<file path="config.mk">
export PLATFORM = sky130hd
export DESIGN_NAME = mux_select_arbiter
export DESIGN_NICKNAME = d
export VERILOG_FILES = /design/src/rtl/mux_select_arbiter.sv
export SDC_FILE = /design/constraint.sdc
export NUM_CORES = 1
export LEC_CHECK = 0
export ABC_AREA = 1
export BUFFER_PORTS_ARGS = -buffer_cell sky130_fd_sc_hd__buf_2
export CAP_MARGIN = 20
export CORE_MARGIN = 3
export CORE_UTILIZATION = 30
export DETAILED_ROUTE_END_ITERATION = 8
export SYNTH_ARGS = -nofsm -noshare
export SYNTH_HDL_FRONTEND = slang
export SYNTH_SLANG_ARGS = --single-unit
</file>
<file path="constraint.sdc">
create_clock -name clk -period 6.8 [get_ports clk]
set_input_delay 0.34 -clock clk [delete_from_list [all_inputs] [get_ports clk]]
set_output_delay 0.34 -clock clk [all_outputs]
set_load 0.005 [all_outputs]
</file>
<file path="src/rtl/mux_select_arbiter.sv">
// ----------------------------------------------------------------------------
// mux_select_arbiter
//   Round-robin arbiter that shares one 8:1 datapath mux among 8 requesters.
//   grant_idx drives the mux select directly. grant_valid qualifies the
//   muxed data. The grant stays with its owner until the owner drops its
//   request, so multi-cycle transfers are never cut short.
//
// Parameters
//   MAX_HOLD     consecutive grant cycles before a forced preemption (2..255).
//                Only used when ARB_HOLD_TIMEOUT_EN is defined.
//
// Configuration macro
//   ARB_HOLD_TIMEOUT_EN  builds the hold counter and the timeout preemption.
//                        When undefined, preempt is tied low.
//
// Ports
//   clk          in   clock, rising edge
//   rst_n        in   asynchronous active-low reset
//   arb_en       in   1 = new grants may be issued
//   req[7:0]     in   request vector, held for the whole transaction
//   grant[7:0]   out  registered one-hot grant, zero when idle
//   grant_idx    out  binary owner index (mux select), held while idle
//   grant_valid  out  grant != 0
//   preempt      out  one-cycle pulse on a grant won by timeout preemption
// ----------------------------------------------------------------------------
module mux_select_arbiter #(
    parameter int unsigned MAX_HOLD = 16
) (
    input  logic       clk,
    input  logic       rst_n,
    input  logic       arb_en,
    input  logic [7:0] req,
    output logic [7:0] grant,
    output logic [2:0] grant_idx,
    output logic       grant_valid,
    output logic       preempt
);

    localparam int unsigned N_REQ = 8;
    localparam int unsigned IDX_W = 3;

    typedef enum logic {
        ST_IDLE = 1'b0,
        ST_OWN  = 1'b1
    } state_e;

    state_e             state_q,     state_d;
    logic [N_REQ-1:0]   grant_q,     grant_d;
    logic [IDX_W-1:0]   grant_idx_q, grant_idx_d;
    logic [IDX_W-1:0]   last_idx_q,  last_idx_d;
    logic               preempt_q,   preempt_d;

    // Round-robin search result
    logic [N_REQ-1:0]   cand;
    logic [IDX_W-1:0]   probe;
    logic               win_found;
    logic [IDX_W-1:0]   win_idx;

    // Control decoded by the FSM, consumed by the hold counter
    logic               take_grant;
    logic               hold_grant;
    logic               timeout;

    // ------------------------------------------------------------------------
    // Winner search: first set candidate bit starting at last_idx+1, wrapping.
    // While owned, the owner's own bit is masked so a timeout search only
    // sees other requesters; on release its bit is already low anyway.
    // ------------------------------------------------------------------------
    always_comb begin
        cand      = (state_q == ST_OWN) ? (req & ~grant_q) : req;
        win_found = 1'b0;
        win_idx   = last_idx_q;
        probe     = last_idx_q;
        for (int k = 0; k < N_REQ; k++) begin
            // k+1 == 8 truncates to 0, so the last probe is last_idx itself
            probe = last_idx_q + IDX_W'(k + 1);
            if (!win_found && cand[probe]) begin
                win_found = 1'b1;
                win_idx   = probe;
            end
        end
    end

    // ------------------------------------------------------------------------
    // Hold-time counter and timeout (optional)
    // ------------------------------------------------------------------------
`ifdef ARB_HOLD_TIMEOUT_EN
    logic [7:0] hold_cnt_q, hold_cnt_d;

    // ">=" rather than "==": the counter keeps running past the threshold
    // while the owner is alone, so a requester that shows up later must
    // still be able to force a handover.
    assign timeout = (hold_cnt_q >= 8'(MAX_HOLD - 1));

    always_comb begin
        hold_cnt_d = hold_cnt_q;
        if (take_grant) begin
            hold_cnt_d = 8'd0;
        end else if (hold_grant && (hold_cnt_q != 8'hFF)) begin
            hold_cnt_d = hold_cnt_q + 8'd1;
        end
    end

    always_ff @(posedge clk or negedge rst_n) begin
        if (!rst_n) begin
            hold_cnt_q <= 8'd0;
        end else begin
            hold_cnt_q <= hold_cnt_d;
        end
    end
`else
    logic [7:0] unused_max_hold;
    logic       unused_hold_grant;

    assign timeout           = 1'b0;
    assign unused_max_hold   = 8'(MAX_HOLD);
    assign unused_hold_grant = hold_grant;
`endif

    // ------------------------------------------------------------------------
    // Next-state / output logic
    // ------------------------------------------------------------------------
    always_comb begin
        state_d     = state_q;
        grant_d     = grant_q;
        grant_idx_d = grant_idx_q;
        last_idx_d  = last_idx_q;
        preempt_d   = 1'b0;
        take_grant  = 1'b0;
        hold_grant  = 1'b0;

        unique case (state_q)
            ST_IDLE: begin
                if (arb_en && win_found) begin
                    take_grant = 1'b1;
                end
            end
            ST_OWN: begin
                if (!req[grant_idx_q]) begin
                    // Release: hand over at this same edge if possible
                    if (arb_en && win_found) begin
                        take_grant = 1'b1;
                    end else begin
                        state_d = ST_IDLE;
                        grant_d = '0;
                    end
                end else if (timeout && arb_en && win_found) begin
                    take_grant = 1'b1;
                    preempt_d  = 1'b1;
                end else begin
                    hold_grant = 1'b1;
                end
            end
            default: begin
                state_d = ST_IDLE;
                grant_d = '0;
            end
        endcase

        if (take_grant) begin
            state_d          = ST_OWN;
            grant_d          = '0;
            grant_d[win_idx] = 1'b1;
            grant_idx_d      = win_idx;
            last_idx_d       = win_idx;
        end
    end

    always_ff @(posedge clk or negedge rst_n) begin
        if (!rst_n) begin
            state_q     <= ST_IDLE;
            grant_q     <= '0;
            grant_idx_q <= '0;
            last_idx_q  <= IDX_W'(N_REQ - 1);   // first search starts at 0
            preempt_q   <= 1'b0;
        end else begin
            state_q     <= state_d;
            grant_q     <= grant_d;
            grant_idx_q <= grant_idx_d;
            last_idx_q  <= last_idx_d;
            preempt_q   <= preempt_d;
        end
    end

    assign grant       = grant_q;
    assign grant_idx   = grant_idx_q;
    assign grant_valid = (state_q == ST_OWN);
    assign preempt     = preempt_q;

endmodule

</file>
## After elaboration in Yosys (flattened, before gate mapping)

Index checks and enable logic that the tools add are counted.
Widths: inputs -> output; s select.

| word-level totals | value |
|---|---|
| register bits | 15 |
| latch bits | 0 |
| memory bits (writable) | 0 |
| memory bits (read-only) | 0 |
| bits of input ports | 11 |
| output and inout port bits | 13 |
| word-level logic and storage cells | 92 |
| memories | 0 |

| cells by class | value |
|---|---|
| $add $sub $neg | 7 |
| multiply operators | 0 |
| divide/modulo/power cells | 0 |
| order comparisons | 11 |
| equality and inequality tests | 2 |
| shift-type cells | 0 |
| multiplexer cells | 47 |
| bitwise operators | 3 |
| reductions and logical operators | 18 |

Operator list:

| kind | count |
|---|---|
| $lt 3x4->1 const B | 10 |
| $mux 8 | 5 |
| $bmux 1 s3 | 9 |
| $mux 3 | 8 |
| $mux 1 | 23 |
| $add 3x3->3 const B | 4 |
| $logic_and 1x1->1 | 9 |
| $and 8x8->8 | 1 |
| $not 8->8 | 1 |
| $logic_not 1->1 | 7 |
| $add 3x2->3 const B | 2 |
| $ne 2x2->1 const B | 2 |
| $add 3x1->3 const B | 1 |
| $demux 1 s3 | 1 |
| $ge 3x1->1 const B | 1 |
| $reduce_and 3->1 | 1 |
| $pmux 1 s2 | 1 |
| $reduce_bool 2->1 | 1 |
| $not 1->1 | 1 |

## Depth between registers and ports, before layout

Gate-level depths: netlist of run 1.

| depth | value |
|---|---|
| depth after elaboration | 33 |
| depth in mapped cells | 20 |
| mapped depth without buffers | 19 |

## Least setup slack after synthesis of run 1

Ideal clock, no wire load.

| timing path | value |
|---|---|
| path type | flip-flop to flip-flop |
| from | register last_idx_q[1] |
| to | register grant_idx_q[1], in the netlist grant_idx[1] |
| setup time | 121 ps |
| data arrival time | 2467 ps |
| required time | 6679 ps |
| slack | 4212 ps |
| cell stages (with the launch flop) | 16 |
| buffers on the path | 1 |
| period minus slack after synthesis | 2588 ps |
| cell sequence | dfstp_2 buf_2 inv_2 ha_1 inv_1 nand3_1 nand3_2 nand2_4 nor2_8 nand4_4 nor2_4 nand3b_2 nand3_2 inv_2 nand2_1 o21ai_1 |

| on the way | value |
|---|---|
| word-level cells in the longest chain between the ends | 29 |
| elaborated cells on any way between the ends | 57 |
| classes of those cells | 7 x add/sub; 35 x mux; 15 x reduce/logical |

Ends and longest elaborated chain:

| what | line | source |
|---|---|---|
| start, declared | 50 | `logic [IDX_W-1:0] last_idx_q, last_idx_d;` |
| start signal, assigned | 174 | `last_idx_q <= IDX_W'(N_REQ - 1);` |
| start signal, assigned | 180 | `last_idx_q <= last_idx_d;` |
| $add 3x1->3 | 76 | `probe = last_idx_q + IDX_W'(k + 1);` |
| $bmux 1 s3 | 77 | `if (!win_found && cand[probe]) begin` |
| $mux 1 (not written as such) | 77 |  |
| $mux 1 | 77 |  |
| $logic_not 1->1 | 77 |  |
| $logic_and 1x1->1 | 77 |  |
| $mux 1 | 77 |  |
| $logic_not 1->1 | 77 |  |
| (+13 left out) | n/a |  |
| $mux 1 | 77 |  |
| $logic_not 1->1 | 77 |  |
| $logic_and 1x1->1 | 77 |  |
| $mux 1 | 77 |  |
| $logic_and 1x1->1 | 134, 141 |  |
| $mux 1 | 134, 141 |  |
| $mux 1 | 139 | `if (!req[grant_idx_q]) begin` |
| $pmux 1 s2 | 132 | `unique case (state_q)` |
| end signal, assigned | 179 | `grant_idx_q <= grant_idx_d;` |
| end, declared | 49 | `logic [IDX_W-1:0] grant_idx_q, grant_idx_d;` |

Parallel ways exist; a longest one is shown, timed or not. The select of a mux whose other input is x is not followed.
A chain may end at the register's enable or synchronous reset.

## Worst setup path after layout of run 1

| timing path | value |
|---|---|
| from | register last_idx_q[0] |
| to | register grant_idx_q[2], in the netlist grant_idx[2] |

Same word-level chain as after synthesis.

==> results.cfg, run 1 <==
[outcome]
status = completed

[clock_network]
clkTransAtPathRegs_ns = 0.06
cts-root-buf = clkbuf_8
cts_tree = done
htreeDepth = 1
clk_latency_ns = 0.26
cts.path.max_buffers = 2
numCtsBuffers = 3
clock_sinks = 15
postCtsSetupBuffers = 0
cts_resized = 0

[worst_setup_path]
rr_worst_depth = 17
rr_endpoint = grant_idx[2]
rrSetupSlack_ns = 3.71
critPathCapture = grant_idx[2]
cp_data_arrival_time_ns = 3.23
critPathLaunch = last_idx_q[0]
critical_path_required_ns = 6.94
endpoint_kind = register
worst_setup_path_start_kind = register
crit_type = register to register
critPathMaxFanout = 14
r2r-start = last_idx_q[0]

[yosys]
synthTopCellsByArea = nand3_1 19%, dfrtp_1 18%, nand2_1 18%
synth_top_area_share = 0.189
yosysSeqAreaShare = 0.230
avgSynthCellArea_um2 = 6.66
synth_edf_count = 0
synthFlopType = dfrtp_1
synth_seq_cells = 15
synth_nets = 260
synth_top_cell_by_area = nand3_1
synthDistinctLibCells = 27
yosys_warnings = 0
syn-cell-area_um2 = 1650
synthArstFlopShare = 1.00
syn_inst = 247

[route]
num_vias = 1706
drtPass1Iterations = 4
vias_per_cell = 5.05
drc = 0
drtIter0Drc = 130
wl_per_cell_um = 14.0
ant_nets = 0
drt_wl_total_mm = 4.74

[cells_and_area]
final_common_cell = nand2_1
syn_to_final_growth_pct = 12.4
layout.nets = 282
layout-drive-gt1-share = 0.261
diodes = 0
final_cell_mix = 80 x nand2_1, 62 x nand3_1, 22 x buf_2

[die]
die_x_um = 80.1
core_area_um2 = 5200
start_util = 0.316
rows = 26
io_pins = 24
die_h_um = 80.1
dieArea_um2 = 6410

[grt]
grt_pass1_vias = 1608
grt_pass1_wl_mm = 7.88
antenna_found_initial = 0
grt-ovfl-total = 0
grt_usage = 0.156
grt_start_max_net_pins = 16

[sta]
rsz0062_at_grt = false
hold_viol_final = 0
tns_ns = 0
maxSlewViolCount = 0
setup_viol = 0
skew_ns = 0.00573
period_share = 0.454
layout_min_cycle_time_ns = 3.09
max_freq_mhz = 324

[placement]
port_buffers = 22
post-dp-hpwl_mm = 3.86
finalWeightedCongestion = 0.921

[min_path]
min_path_type = input pin to register
worstHoldStart = arb_en

[flow_run]
maxCapViolations = 0
-- worst max-delay path, stage by stage, from the launching register on --
cell and delay [ns]:
dfstp_2 0.69, inv_2 0.18, ha_1 0.45, inv_1 0.17, nand3_1 0.17, nand2_1 0.09, nand2_1 0.06, nand2_1 0.13
inv_1 0.13, nand4_4 0.16, nand2_1 0.09, inv_1 0.04, nand2_1 0.07, nand3_1 0.09, nand3_1 0.09, nand2_1 0.14
nand2_1 0.13, o21ai_1 0.07
-- through the flow --
stage                      util  std cells  setup WS [ns]  hold WS, ns  cell area [um^2]
after global placement    0.344        333           3.80        0.262              1790
after global routing      0.355        338           3.39        0.346              1850
after detailed placement  0.344        333           3.75        0.266              1790
after floorplan               -        247           4.21       0.0444              1650
after CTS                 0.355        338           3.73        0.312              1850
final                     0.355        338           3.71        0.318              1850
-- worst min-delay path by stage --
stage | endpoint | slack [ns] | depth (start not counted)
2_1_floorplan | grant[0] | 0.04 | 0
3_3_place_gp | grant[5] | 0.26 | 1
3_5_place_dp | grant[5] | 0.27 | 1
4_1_cts | grant_valid | 0.31 | 3
5_1_grt | grant_valid | 0.35 | 3
6_report | grant_valid | 0.32 | 3
-- cell type report --
| cell class | instances | area, um^2 |
|---|---|---|
| clock inverter | 1 | 5.00 |
| multi-input combinational | 203 | 1130 |
| clock buffer | 3 | 41.3 |
| timing repair buffer | 23 | 120 |
| inverter | 23 | 86.3 |
| sequential | 15 | 379 |
| tap | 70 | 87.6 |
| fill | 572 | 3360 |
-- sequential cells by signal, indices dropped and copies added, names as in the netlist --
register,count
last_idx_q,3
grant_valid,1
grant,8
grant_idx,3
-- kinds of logic after synthesis --
family,share of synthesized area
other cells,0.00228
compound gates,0.0517
buf+inv,0.0829
simple gates,0.581
flops,0.230
fa+ha+maj,0.0152
xor+xnor,0.0365
-- what timing repair did --
item / CTS / global route
setup endpoints to repair: 0 / 0
hold buffers: 1 / 0
hold endpoints to repair: 12 / 0
-- routing by layer --
layer	track usage	wire length (um)	vias to the layer above
met5	0	0	-
met4	0.0574	125	0
met3	0.0179	260	13
met2	0.241	2140	63
met1	0.221	2210	772
li1	-	-	858
-- synthesized netlist by cell type, types with 2 or more instances --
cell type / count
a31oi_1: 2
buf_4: 3
buf_6: 2
dfrtp_1: 12
dfstp_2: 3
ha_1: 2
inv_1: 11
inv_2: 11
nand2_1: 80
nand2_2: 2
nand2_4: 3
nand3_1: 62
nand3_2: 13
nand4_4: 2
nor2_1: 13
nor2_2: 2
nor2_4: 3
o21ai_0: 5
o21ai_1: 6
o221ai_1: 2
xnor2_2: 2
Power of run 1 is not shown: default switching activity piles up to over one toggle a cycle in this logic, so the estimate is an artifact.
==> run 2: changes to the inputs <==
- ABC_AREA: 1 -> 0
- clock period: 6.8 -> 2.95 ns (I/O delays scaled with it)
==> run 2 against run 1 <==
Effect of this change: the flow now finishes with violations (negative setup slack); clock skew is 0.0026 ns lower; sequential share of layout area down 6.3 points; register-to-register slack got worse by 4.0 ns; sequential cell count did not move; worst hold slack worse by 0.047 ns; final cell count fell by 3.6%; global-route usage rose by 3.1 points; clock-buffer cell count did not move; critical path type unchanged.
==> results.cfg, run 2 <==
[outcome]
status = complete, but fails checks
violations = negative setup slack

[route]
wl_met3_um = 158
met1_length_mm = 2.47
ant_nets = 0
vias_per_cell = 5.59
wl_met2_mm = 3.19
wl_per_cell_um = 18.2
num_vias = 1821
top_layer = met4
drtPass1Iterations = 4
drt_wl_total_mm = 5.93
drtIter0Drc = 152
drc = 0

[sta]
setup_viol = 14
tns_ns = -3.07
layout_min_cycle_time_ns = 3.25
worst_slack_ns = -0.297
maxSlewViolCount = 0
rsz0062_at_grt = true
skew_ns = 0.00316
hold_ws_ns = 0.271
max_freq_mhz = 308
hold_viol_final = 0
period_share = 1.10

[yosys]
synthTopCellsByArea = dfrtp_1 17%, mux4_2 17%, mux2i_1 10%
synth_common_cells = 18 x mux2i_1, 13 x mux4_2, 12 x dfrtp_1, 10 x a21o_1, 10 x nor2_1
synthArstFlopShare = 1.00
synth_nets = 184
synth_top_area_share = 0.172
synth_most_common_cell = mux2i_1
synth_edf_count = 0
yosysSeqAreaShare = 0.217
synthDistinctLibCells = 52
syn-cell-area_um2 = 1750
synthFlopType = dfrtp_1
yosys_warnings = 0
synth_seq_cells = 15
avgSynthCellArea_um2 = 10.2
syn_inst = 171
synth_top_cell_by_area = dfrtp_1

[die]
die_x_um = 82.4
die_h_um = 82.4
io_pins = 24
rows = 27
start_util = 0.314
dieArea_um2 = 6790
core_area_um2 = 5570

[placement]
finalWeightedCongestion = 0.922
port_buffers = 22
post-dp-hpwl_mm = 4.32
dpl_cell_area_um2 = 2290

[clock_network]
cts_tree = done
clock_sinks = 15
cts-root-buf = clkbuf_8
clkTransAtPathRegs_ns = 0.06
numCtsBuffers = 3
clk_latency_ns = 0.25
cts.path.max_buffers = 2
htreeDepth = 1

[grt]
grt_usage = 0.187
grt-ovfl-total = 0
antenna_found_initial = 0
grt_pass1_vias = 1867
grt_pass1_wl_mm = 9.65
grt_start_max_net_pins = 17

[worst_setup_path]
worstPathCellList = buf_12, buf_12, mux2i_1, o21a_2, mux4_2, or4_4, nor2_4, o21ai_2, a32o_2, buf_12, a32o_1
endpoint_kind = register
worst_setup_path_start_kind = register
critical_path_required_ns = 3.09
crit_type = register to register
cpMostUsedCell = buf_12
cp_slowest_cell = or4_4
cpPeakStageDelay_ns = 0.59
critPathMaxFanout = 10
cp_data_arrival_time_ns = 3.38

[min_path]
min_path_type = input pin to register

[cells_and_area]
design_area_um2 = 2680
final_cell_mix = 61 x buf_4, 22 x buf_2, 13 x mux4_2
syn_to_final_growth_pct = 52.8
layout.nets = 268
largest_reg_flops = 8
layout-drive-gt1-share = 0.594
final_common_cell = buf_4
fin_util = 0.480
diodes = 0

[flow_run]
maxCapViolations = 0
==> run 2: cell count changes after synthesis, sizes merged, moves of 5 or more <==
cell and delta:
nor2 -8, mux2i +18, mux2 +8, a21oi +10
a21o +10, a211oi +6, o2bb2ai +5, mux4 +13
inv -20, nand2 -80, nand3 -73
==> run 2: what timing repair did <==
item	in CTS	in global routing
hold buffers	1	0
pin swaps	6	5
resized for setup	35	5
gates cloned	0	0
setup buffers	12	9
endpoints found under the hold margin	12	0
endpoints found under the setup margin	14	14
==> run 2: critical path, delay by kind of cell, from the launching register on <==
kind	cells	cell delay, ns
buf+inv	3	0.42
simple gates	2	0.73
mux	2	0.59
flops	1	0.56
compound gates	4	0.82
==> run 2: worst paths after layout <==
path / from / endpoint / slack [ns] / depth (start not counted)
worst max-delay path: last_idx_q[0] / grant[1] / -0.30 / 11
worst min-delay path: arb_en / grant_valid / 0.27 / 4
worst max register to register: last_idx_q[0] / grant[1] / -0.30 / 11
worst min register to register: grant_idx[2] / grant_idx[2] / 0.55 / 2
max in group asynchronous: rst_n / last_idx_q[2] / 2.31 / 2
min in group asynchronous: rst_n / grant_idx[2] / 0.34 / 2
==> run 2: cells by family (layout without fill, tap and decap cells) <==
family,count (synthesis),count (layout),synth area share
compound gates,62,62,0.262
mux,39,39,0.324
simple gates,32,32,0.0951
flops,15,15,0.217
buf+inv,14,97,0.0558
xor+xnor,6,6,0.0300
fa+ha+maj,2,2,0.0143
other cells,1,1,0.00214
==> run 2: metal layers <==
| layer | track usage | vias up |
|---|---|---|
| li1 | - | 852 |
| met4 | 0.0465 | 0 |
| met5 | 0 | - |
| met1 | 0.236 | 909 |
| met3 | 0.0184 | 11 |
| met2 | 0.338 | 49 |
==> run 2: through the flow <==
stage	instances	setup WS [ns]
final	326	-0.297
after global routing	326	-0.374
after CTS	318	-0.201
after detailed placement	301	-0.266
after global placement	301	-0.230
after floorplan	171	-0.134
==> run 2: layout make-up <==
| type | count | area [um^2] |
|---|---|---|
| Timing Repair Buffer | 90 | 676 |
| Multi-Input combinational cell | 142 | 1470 |
| Clock buffer | 3 | 41.3 |
| Sequential cell | 15 | 379 |
| Fill cell | 502 | 2900 |
| Clock inverter | 1 | 5.00 |
| Inverter | 3 | 13.8 |
| Tap cell | 72 | 90.1 |
Power of run 2 is left out for the same reason.
==> run 3: changes to the inputs <==
--- a/config.mk
+++ b/config.mk
@@ -13,2 +13,3 @@
 export DETAILED_ROUTE_END_ITERATION = 8
+export SKIP_LAST_GASP = 1
 export SYNTH_ARGS = -nofsm -noshare
--- a/constraint.sdc
+++ b/constraint.sdc
@@ -3,2 +3,2 @@
 set_output_delay 0.1475 -clock clk [all_outputs]
-set_load 0.005 [all_outputs]
+set_load 0.05 [all_outputs]
==> run 3 against run 2 <==
Effect of this change: global-route usage down 1.2 points; the flow still finishes with violations (negative setup slack); routed wire length is 8.2% lower; sequential share of layout area grew 0.47 points; clock skew fell by 0.00088 ns; register-to-register slack gained 0.05 ns; worst setup slack improved by 0.052 ns; critical endpoint is now grant[0]; worst hold slack improved by 0.014 ns; first-iteration DRC count down 9.9%; critical path type unchanged; maximum frequency grew 1.6%; sequential cell count stayed put.
==> results.cfg, run 3 (same netlist as run 2, synthesis figures left out) <==
[placement]
dp_cells = 301
finalWeightedCongestion = 0.846
port_buffers = 22
post-dp-hpwl_mm = 4.14

[clock_network]
clock_sinks = 15
cts-root-buf = clkbuf_8
numCtsBuffers = 3
htreeDepth = 1
clkTransAtPathRegs_ns = 0.06
clk_latency_ns = 0.24
cts_tree = done
cts.path.max_buffers = 2

[worst_setup_path]
cp_data_arrival_time_ns = 3.32
worstPathCellList = buf_12, mux2_4, o21a_4, mux4_2, or4_4, nor2_4, o21ai_1, a32o_2, buf_6, a32o_1
path_delay_family = multiplexers
crit_type = register to register
endpoint_kind = register
critical_path_required_ns = 3.08
rrSetupSlack_ns = -0.24
rr_endpoint = grant[0]
critPathMaxFanout = 8
rr_worst_depth = 10
timing.critical_path.buf_inv = 2
worst_setup_path_start_kind = register
cp_slowest_cell = or4_4
r2r-start = last_idx_q[0]
cpPeakStageDelay_ns = 0.60

[min_path]
whs_endpoint = grant_valid
worstHoldStart = arb_en
whs_path_depth = 4
min_path_type = input pin to register

[route]
drc = 0
vias_per_cell = 5.61
drtIter0Drc = 137
ant_nets = 0
num_vias = 1791
drtPass1Iterations = 4
drt_wl_total_mm = 5.44
wl_per_cell_um = 17.1

[cells_and_area]
layout-drive-gt1-share = 0.559
nFillCells = 506
layout.nets = 261
diodes = 0
syn_to_final_growth_pct = 48.0
final_common_cell = buf_4
fin_util = 0.465
largest_reg_flops = 8
fin_cells = 319
final_cell_mix = 49 x buf_4, 23 x buf_2, 14 x mux2i_1

[sta]
worst_slack_ns = -0.245
skew_ns = 0.00227
period_share = 1.08
maxSlewViolCount = 0
setup_viol = 14
max_freq_mhz = 313
rsz0062_at_grt = true
layout_min_cycle_time_ns = 3.19
hold_viol_final = 0

[grt]
grt-ovfl-total = 0
grt_pass1_wl_mm = 9.14
grt_usage = 0.175
antenna_found_initial = 0
grt_pass1_vias = 1762
grt_start_max_net_pins = 16

[flow_run]
maxCapViolations = 0

[die]
start_util = 0.314
dieArea_um2 = 6790
die_h_um = 82.4
core_area_um2 = 5570
die_x_um = 82.4
rows = 27
io_pins = 24

[outcome]
violations = negative setup slack
status = complete, but fails checks
==> run 3: worst max-delay path by stage <==
stage | end | slack [ns] | cells after the start | from
2_1_floorplan | grant[0] | -0.13 | 11 | last_idx_q[0]
3_3_place_gp | grant[0] | -0.30 | 10 | last_idx_q[0]
3_5_place_dp | grant[0] | -0.34 | 10 | last_idx_q[0]
4_1_cts | grant[0] | -0.22 | 10 | last_idx_q[0]
5_1_grt | grant[0] | -0.32 | 10 | last_idx_q[0]
6_report | grant[0] | -0.24 | 10 | last_idx_q[0]
==> run 3: tightest hold or removal path: stages <==
cell     delay [ns]
buf_2          0.12
o21ai_4        0.08
buf_4          0.11
nand2_1        0.04
==> run 3: metrics by stage <==
stage                     instance area [um^2]  hold WS, ns  TNS, ns  setup slack (ns)
after global placement                    2290       0.0690    -2.91            -0.296
after CTS                                 2530        0.291    -1.88            -0.217
after global routing                      2590        0.291    -3.55            -0.320
after detailed placement                  2290       0.0653    -3.35            -0.342
after floorplan                           1800       -0.148   -0.831            -0.134
final                                     2590        0.286    -2.25            -0.245
==> run 3: cell type report <==
cell class | count | area, um^2 | area share
Multi-Input combinational cell | 143 | 1450 | 0.560
Timing Repair Buffer | 82 | 612 | 0.236
Sequential cell | 15 | 379 | 0.146
Tap cell | 72 | 90.1 | 0.0348
Clock buffer | 4 | 45.0 | 0.0174
Inverter | 3 | 13.8 | 0.00531
==> run 3: timing repair <==
action                                 in CTS  in global routing
setup buffers                               9                  2
gates cloned                                2                  0
setup endpoints to repair                  14                 14
hold buffers                                1                  0
resized for setup                          24                  8
pin swaps                                   2                  1
endpoints found under the hold margin      12                  0
==> run 3: routing by layer <==
| metal | track usage | vias to the layer above | share of wire |
|---|---|---|---|
| met2 | 0.280 | 53 | 0.47 |
| met3 | 0.0228 | 10 | 0.041 |
| met4 | 0.0399 | 0 | 0.020 |
| met5 | 0 | - | 0 |
| li1 | - | 839 | - |
| met1 | 0.251 | 889 | 0.47 |
Power of run 3 is left out for the same reason.
